<file path="config.mk">
export PLATFORM = sky130hd
export DESIGN_NAME = notch_coeff_loader
export DESIGN_NICKNAME = d
export VERILOG_FILES = /design/src/rtl/notch_pkg.sv /design/src/rtl/coeff_bank.sv /design/src/rtl/notch_coeff_loader.sv
export SDC_FILE = /design/constraint.sdc
export NUM_CORES = 1
export LEC_CHECK = 0
export ABC_AREA = 1
export BUFFER_PORTS_ARGS = -buffer_cell sky130_fd_sc_hd__buf_2
export CAP_MARGIN = 5
export CORE_MARGIN = 2
export CORE_UTILIZATION = 56
export CTS_BUF_LIST = sky130_fd_sc_hd__clkbuf_16
export CTS_CLUSTER_DIAMETER = 100
export CTS_CLUSTER_SIZE = 14
export DETAILED_ROUTE_END_ITERATION = 7
export GPL_ROUTABILITY_DRIVEN = 1
export MAX_ROUTING_LAYER = met4
export PLACE_DENSITY_LB_ADDON = 0.08
export SYNTH_ARGS = -nofsm -noshare
export SYNTH_HDL_FRONTEND = slang
export SYNTH_HIERARCHICAL = 1
export SYNTH_SLANG_ARGS = --single-unit
</file>
<file path="constraint.sdc">
create_clock -name clk -period 1.8 [get_ports clk]
set_input_delay 0.09 -clock clk [delete_from_list [all_inputs] [get_ports clk]]
set_output_delay 0.09 -clock clk [all_outputs]
set_load 0.005 [all_outputs]
</file>
<file path="src/rtl/notch_pkg.sv">
// Shared constants, state encoding and reset defaults for the notch coefficient loader.
package notch_pkg;
    localparam int COEFF_W   = 16;
    localparam int NUM_COEFF = 5;
    localparam int ADDR_W    = 3;

    localparam int ADDR_A1 = 0;
    localparam int ADDR_A2 = 1;
    localparam int ADDR_B0 = 2;
    localparam int ADDR_B1 = 3;
    localparam int ADDR_B2 = 4;

    localparam logic [COEFF_W-1:0] B0_RESET    = 16'h4000;
    localparam logic [COEFF_W-1:0] OTHER_RESET = 16'h0000;

    typedef enum logic [1:0] {
        IDLE    = 2'd0,
        DIRTY   = 2'd1,
        PENDING = 2'd2
    } state_t;

    typedef logic [NUM_COEFF-1:0][COEFF_W-1:0] coeff_set_t;

    // Pass-through filter: B0 = 1.0 in Q2.14, every other tap zero.
    function automatic logic [COEFF_W-1:0] coeff_reset(input int idx);
        return (idx == ADDR_B0) ? B0_RESET : OTHER_RESET;
    endfunction
endpackage

</file>
<file path="src/rtl/coeff_bank.sv">
// Coefficient register array with per-entry write and a single-edge bulk load.
module coeff_bank
    import notch_pkg::*;
(
    input  logic                 clk,
    input  logic                 rst_n,
    input  logic [NUM_COEFF-1:0] i_we,
    input  logic [COEFF_W-1:0]   i_wdata,
    input  logic                 i_load,
    input  coeff_set_t           i_load_data,
    output coeff_set_t           o_q
);
    coeff_set_t r_q;

    always_ff @(posedge clk) begin
        if (!rst_n) begin
            for (int i = 0; i < NUM_COEFF; i++) r_q[i] <= coeff_reset(i);
        end else if (i_load) begin
            r_q <= i_load_data;
        end else begin
            for (int i = 0; i < NUM_COEFF; i++)
                if (i_we[i]) r_q[i] <= i_wdata;
        end
    end

    assign o_q = r_q;
endmodule

</file>
<file path="src/rtl/notch_coeff_loader.sv">
// Shadow/active coefficient banks; a commit is applied atomically on the next sample tick.
module notch_coeff_loader
    import notch_pkg::*;
(
    input  logic               clk,
    input  logic               rst_n,
    input  logic               wr_valid,
    output logic               wr_ready,
    input  logic [ADDR_W-1:0]  wr_addr,
    input  logic [COEFF_W-1:0] wr_data,
    input  logic               commit,
    input  logic               sample_tick,
    output logic [COEFF_W-1:0] A1,
    output logic [COEFF_W-1:0] A2,
    output logic [COEFF_W-1:0] B0,
    output logic [COEFF_W-1:0] B1,
    output logic [COEFF_W-1:0] B2,
    output logic               pending,
    output logic               coeff_applied,
    output logic               addr_err
);
    state_t               r_state;
    state_t               w_next_state;
    logic                 w_wr_ready;
    logic                 w_pending;
    logic                 w_apply;
    logic                 w_wr_fire;
    logic                 w_bad_addr;
    logic [NUM_COEFF-1:0] w_we;
    logic                 r_applied;
    logic                 r_addr_err;
    coeff_set_t           w_shadow;
    coeff_set_t           w_active;

    always_ff @(posedge clk) begin
        if (!rst_n) r_state <= IDLE;
        else        r_state <= w_next_state;
    end

    always_comb begin
        w_next_state = r_state;
        case (r_state)
            IDLE: begin
                if (commit)         w_next_state = PENDING;
                else if (w_wr_fire) w_next_state = DIRTY;
            end
            DIRTY:   if (commit)      w_next_state = PENDING;
            PENDING: if (sample_tick) w_next_state = IDLE;
            default: w_next_state = IDLE;
        endcase
    end

    // A tick in the commit cycle sees IDLE/DIRTY, so only later ticks apply.
    always_comb begin
        w_wr_ready = (r_state != PENDING);
        w_pending  = (r_state == PENDING);
        w_apply    = (r_state == PENDING) && sample_tick;
    end

    assign w_wr_fire  = wr_valid && w_wr_ready;
    assign w_bad_addr = (wr_addr >= ADDR_W'(NUM_COEFF));

    always_comb begin
        w_we = '0;
        for (int i = 0; i < NUM_COEFF; i++)
            if (w_wr_fire && (wr_addr == ADDR_W'(i))) w_we[i] = 1'b1;
    end

    always_ff @(posedge clk) begin
        if (!rst_n) begin
            r_applied  <= 1'b0;
            r_addr_err <= 1'b0;
        end else begin
            r_applied <= w_apply;
            if (w_apply)                      r_addr_err <= 1'b0;
            else if (w_wr_fire && w_bad_addr) r_addr_err <= 1'b1;
        end
    end

    coeff_bank u_shadow (
        .clk         (clk),
        .rst_n       (rst_n),
        .i_we        (w_we),
        .i_wdata     (wr_data),
        .i_load      (1'b0),
        .i_load_data ('0),
        .o_q         (w_shadow)
    );

    coeff_bank u_active (
        .clk         (clk),
        .rst_n       (rst_n),
        .i_we        ('0),
        .i_wdata     ('0),
        .i_load      (w_apply),
        .i_load_data (w_shadow),
        .o_q         (w_active)
    );

    assign wr_ready      = w_wr_ready;
    assign pending       = w_pending;
    assign coeff_applied = r_applied;
    assign addr_err      = r_addr_err;
    assign A1            = w_active[ADDR_A1];
    assign A2            = w_active[ADDR_A2];
    assign B0            = w_active[ADDR_B0];
    assign B1            = w_active[ADDR_B1];
    assign B2            = w_active[ADDR_B2];
endmodule

</file>
Word-level counts from Yosys, hierarchy flattened
Index checks and enable logic that the tools add are counted.

Register bits after elaboration: 164. Bits of input ports: 24. Output and inout bits: 84. Word-level logic and storage cells: 47.

Magnitude comparators: 1. Eq/ne operators: 10. Mux-type cells: 10. Bitwise operators: 1. Reductions and logical operators: 12.

Operators with widths (number): logical AND 1 bit (8); two-way mux 2 bit (4); == test 3 x 2 -> 1 bit (second input constant) (2); inequality test 2 bit (second input constant) (3); case mux 2 bit (3 select lines) (1); two-way mux 1 bit (5); == test 3 x 1 -> 1 bit (second input constant) (1); == test 3 bit (second input constant) (1); greater-or-equal comparator 3 bit (second input constant) (1); logical NOT 3 bit (1); inequality test 3 bit (second input constant) (1); AND reduction 3 bit (1); == test 2 x 1 -> 1 bit (second input constant) (1); == test 2 bit (second input constant) (1); logical NOT 2 bit (1); OR reduction 2 bit (1); inverter 1 bit (1).

Logic depth before layout (Yosys ltp)
Word-level depth: 5. Mapped depth: 12.

Hierarchy
Netlist, hierarchy kept.

By module, submodules not included: coeff_bank (times used 2, cells each 605, area an instance 3824.9 um^2, seq. area each 1601.5 um^2); notch_coeff_loader (times used 1, cells each 31, area an instance 225.2 um^2, seq. area each 80.1 um^2).

Least setup slack after synthesis
OpenSTA, ideal clock, no wires.

Path kind: register -> register. From: register r_state[0]. To: register u_shadow.r_q, in the netlist u_shadow/o_q[53]. Setup time: 0.057 ns. Data arrival time: 1.398 ns. Slack: 0.346 ns. Stages on the path, launching flop included: 11. Clock period less this slack: 1.454 ns. Cells stage by stage: dfxtp_1 -> inv_2 -> nand2_4 -> nand2_4 -> nor4_1 -> buf_2 -> buf_1 -> nand3_1 -> nand3_1 -> nand2_1 -> inv_1.

Longest elaborated chain between the ends: 4.

Ends and longest elaborated chain: start: declaration (line notch_coeff_loader.sv:22) `state_t r_state;`; start signal: assignment (line notch_coeff_loader.sv:37) `else r_state <= w_next_state;`; inequality test 2 bit (line notch_coeff_loader.sv:55) `w_wr_ready = (r_state != PENDING);`; via wr_ready (line notch_coeff_loader.sv:8) `output logic wr_ready,`; logical AND 1 bit (line notch_coeff_loader.sv:60) `assign w_wr_fire = wr_valid && w_wr_ready;`; logical AND 1 bit (line notch_coeff_loader.sv:66) `if (w_wr_fire && (wr_addr == ADDR_W'(i))) w_we[i] = 1'b1;`; two-way mux 1 bit (line notch_coeff_loader.sv:66); via w_we[3] (line notch_coeff_loader.sv:29) `logic [NUM_COEFF-1:0] w_we;`; end signal: assignment (line coeff_bank.sv:19) `r_q <= i_load_data;`; end signal: indexed assignment (line coeff_bank.sv:22) `if (i_we[i]) r_q[i] <= i_wdata;`; end: declaration (line coeff_bank.sv:13) `coeff_set_t r_q;`.

The timed path passes the listed nets, and every way through them passes these cells. A chain may end at the register's enable or synchronous reset.

Final worst setup path
From: register r_state[1]. To: register u_shadow.r_q, in the netlist u_shadow/o_q[77].

Longest elaborated chain between the ends: 4.

Ends and longest elaborated chain (line): inequality test 2 bit (notch_coeff_loader.sv:55); logical AND 1 bit (notch_coeff_loader.sv:60); logical AND 1 bit (notch_coeff_loader.sv:66); two-way mux 1 bit (notch_coeff_loader.sv:66); via w_we[4] (notch_coeff_loader.sv:29).

The timed path passes the listed nets, and every way through them passes these cells.

==> impl_metrics.env <==
export IMPL_status="completed"
export IMPL_setup_violations_final=0
export IMPL_die_w_um=123
export IMPL_fillers=1231
export IMPL_p_sw_share_pct=26.9
export IMPL_ys_seq_area_share_pct=41.7
export IMPL_post_place_ws_ns=-0.223
export IMPL_dp_hpwl_um=13400
export IMPL_fin_ws_ns=0.208
export IMPL_seqPwrFrac_pct=46.3
export IMPL_die_y_um=123
export IMPL_crit_path_max_incr_delay_ns=0.50
export IMPL_synth_area_per_cell_sq_um=6.35
export IMPL_multiInputGateArea_sq_um=4240
export IMPL_grt_pass1_wl_um=34200
export IMPL_synth_area_leaders="dfxtp_1, nand2_1, nand3_1"
export IMPL_power_frac_comb_pct=13.6
export IMPL_cp_max_fo=16
export IMPL_clkLatencyLatePin_ns=0.43
export IMPL_ios=108
export IMPL_syn_inst=1241
export IMPL_drtIter0Drc=584
export IMPL_cts_path_max_buffers=2
export IMPL_place_inst=1641
export IMPL_vias=8160
export IMPL_grt_pass1_vias=7308
export IMPL_drive_above_1_share_pct=11.7
export IMPL_rsz0062_at_grt="no"
export IMPL_arrival_ns=1.96
export IMPL_fin_crit_ns=1.59
export IMPL_cts_buffers=17
export IMPL_grtUsageTotal_pct=29.8
export IMPL_rows=43
export IMPL_path_buf_inv=1
export IMPL_clockRootBuffer="clkbuf_16"
export IMPL_area_delta_synth_final_pct=23.6
export IMPL_yosys_area_top_type="dfxtp_1"
export IMPL_fin_crit_sh_pct=88.5
export IMPL_grt_overflow_total=0
export IMPL_hold_viol=0
export IMPL_ant_nets=0
export IMPL_yosys_area_top_type_share_pct=41.7
export IMPL_path_cells="nand2_4 > nand2_4 > nor3b_2 > nor2_2 > nand2_1 > nand3_1 > nand2_1 > inv_1"
export IMPL_synth_edff_count=0
export IMPL_antenna_found_initial=0
export IMPL_diodes=0
export IMPL_synth_area_sq_um=7880
export IMPL_synth_seq_cells=164
export IMPL_yosysMostFrequentCell="nand2_1"
export IMPL_routedWlPerCell_um=12.5
export IMPL_drv_slew=0
export IMPL_drc=0
export IMPL_ff_latch_area_sq_um=3280
export IMPL_die_area_sq_um=15000
export IMPL_start_util_pct=57.0
export IMPL_cts_setup_buffers=0
export IMPL_p_leak_uw=0.00568
export IMPL_peakVddDrop_mv=0.671
export IMPL_power_switching_uw=2310
export IMPL_htree_num_levels=4
export IMPL_ys_warn_count=6
export IMPL_cts_sinks=164
export IMPL_synth_common_cells="nand2_1, nand3_1, dfxtp_1"
export IMPL_p_int_uw=6280
export IMPL_place_congestion=0.829
export IMPL_cp_start_kind="flip-flop"
export IMPL_slowest_stage="nor2_2"
export IMPL_place_port_buffers=107
export IMPL_placed_cell_area_sq_um=9150
export IMPL_relSlewSlack_pct=53.1
export IMPL_cts_tree="built"
export IMPL_final_cell_count_no_fill=1676
export IMPL_clock_skew_ns=0.00852
export IMPL_worstMarginPinSlew_ns=0.703
export IMPL_path_class="flip-flop to flip-flop"
export IMPL_hold_path_class="primary input to flip-flop"
export IMPL_maxCapViolations=0
export IMPL_worstPathRequired_ns=2.16
export IMPL_cp_end_kind="flip-flop"
export IMPL_finish_net_count=1507
export IMPL_p_clk_share_pct=40.1
export IMPL_p_per_area_nw_per_um2=882
export IMPL_finalInstanceArea_sq_um=9730
export IMPL_core_area_sq_um=13800
export IMPL_detail_route_wirelength_um=21000
export IMPL_max_freq_ghz=0.628
export IMPL_dr_pass1_iters=7
export IMPL_clk_pin_slew_ns=0.06
export IMPL_vias_per_cell=4.87
export IMPL_cpLargestDelayFamily="simple AND/OR/NAND/NOR gates"
export IMPL_synthArstFlopShare_pct=0
export IMPL_ys_flop_type="dfxtp_1"
export IMPL_grt_max_degree=83
export IMPL_ys_types=20
-- final cells by class --
class | instances | area share [%]
clock buffer | 17 | 4.37
clock inverter | 15 | 1.26
inverter | 167 | 6.44
multi-input combinational | 997 | 43.5
sequential | 164 | 33.7
tap | 180 | 2.31
timing repair buffer | 136 | 8.35
-- worst reg2reg max path, delay by kind of cell (launching register included) --
kind                   cells  cell delay [ns]
and+or+nand+nor            7             1.06
DFF                        1             0.41
buffers and inverters      1             0.07
-- through the flow --
step	total power (uW)	hold WS (ns)	setup TNS [ns]	utilization (%)
CTS	8590	0.0860	0	70.4
finish	8590	0.0957	0	70.4
global placement	5140	0.300	-1.21	66.1
floorplan	4820	0.168	0	-
detailed placement	5160	0.294	-3.20	66.1
global route	8980	0.101	0	70.4
-- logic make-up after synthesis --
group | share of synthesized area [%]
and+or+nand+nor | 45.1
buffers and inverters | 13.0
DFF | 41.7
AOI/OAI and AO/OA | 0.222
other | 0.0476
-- layout by cell type (no fill, tap or decap), drive strengths merged --
| cell | instances |
|---|---|
| buf | 133 |
| bufinv | 2 |
| clkbuf | 17 |
| clkinv | 9 |
| clkinvlp | 1 |
| conb | 170 |
| dfxtp | 164 |
| dlygate4sd3 | 3 |
| inv | 170 |
| nand2 | 483 |
| nand3 | 318 |
| nand4 | 2 |
| nor2 | 15 |
| nor3 | 1 |
| nor3b | 1 |
| nor4 | 4 |
| o211ai | 1 |
| o21ai | 2 |
-- power groups by stage --
stage	Clock, uW	Sequential [uW]	Combinational (uW)
3_3_place_gp	0	4050	1090
5_1_grt	3640	4000	1340
4_1_cts	3490	3980	1120
3_5_place_dp	0	4050	1110
2_1_floorplan	0	4040	775
6_report	3440	3980	1170
-- timing repair --
item	CTS	global route
endpoints found under the hold margin	3	0
endpoints found under the setup margin	32	14
hold buffers	3	0
resized for setup	2	1
-- sequential cells by signal, summed over array words and instances (netlist names) --
register and count:
u_shadow/o_q 80, coeff_applied 1, u_active/o_q 80, addr_err 1, r_state 2
-- per-layer routing --
metal / global-route usage (%) / vias up / share of wire, %
met5: - / - / 0
met3: 6.27 / 49 / 6.8
li1: - / 4167 / -
met4: 12.6 / 0 / 3.0
met1: 37.0 / 3696 / 44
met2: 47.2 / 248 / 46
-- worst paths after layout --
kind	start	endpoint	slack, ns	depth (start not counted)
hold / removal	rst_n	u_active/o_q[15]	0.1	3
setup reg to reg	r_state[1]	u_shadow/o_q[77]	0.21	8
hold reg to reg	u_active/o_q[46]	u_active/o_q[46]	0.48	2
setup / recovery	r_state[1]	u_shadow/o_q[77]	0.21	8
(Power assumes the default switching activity.)
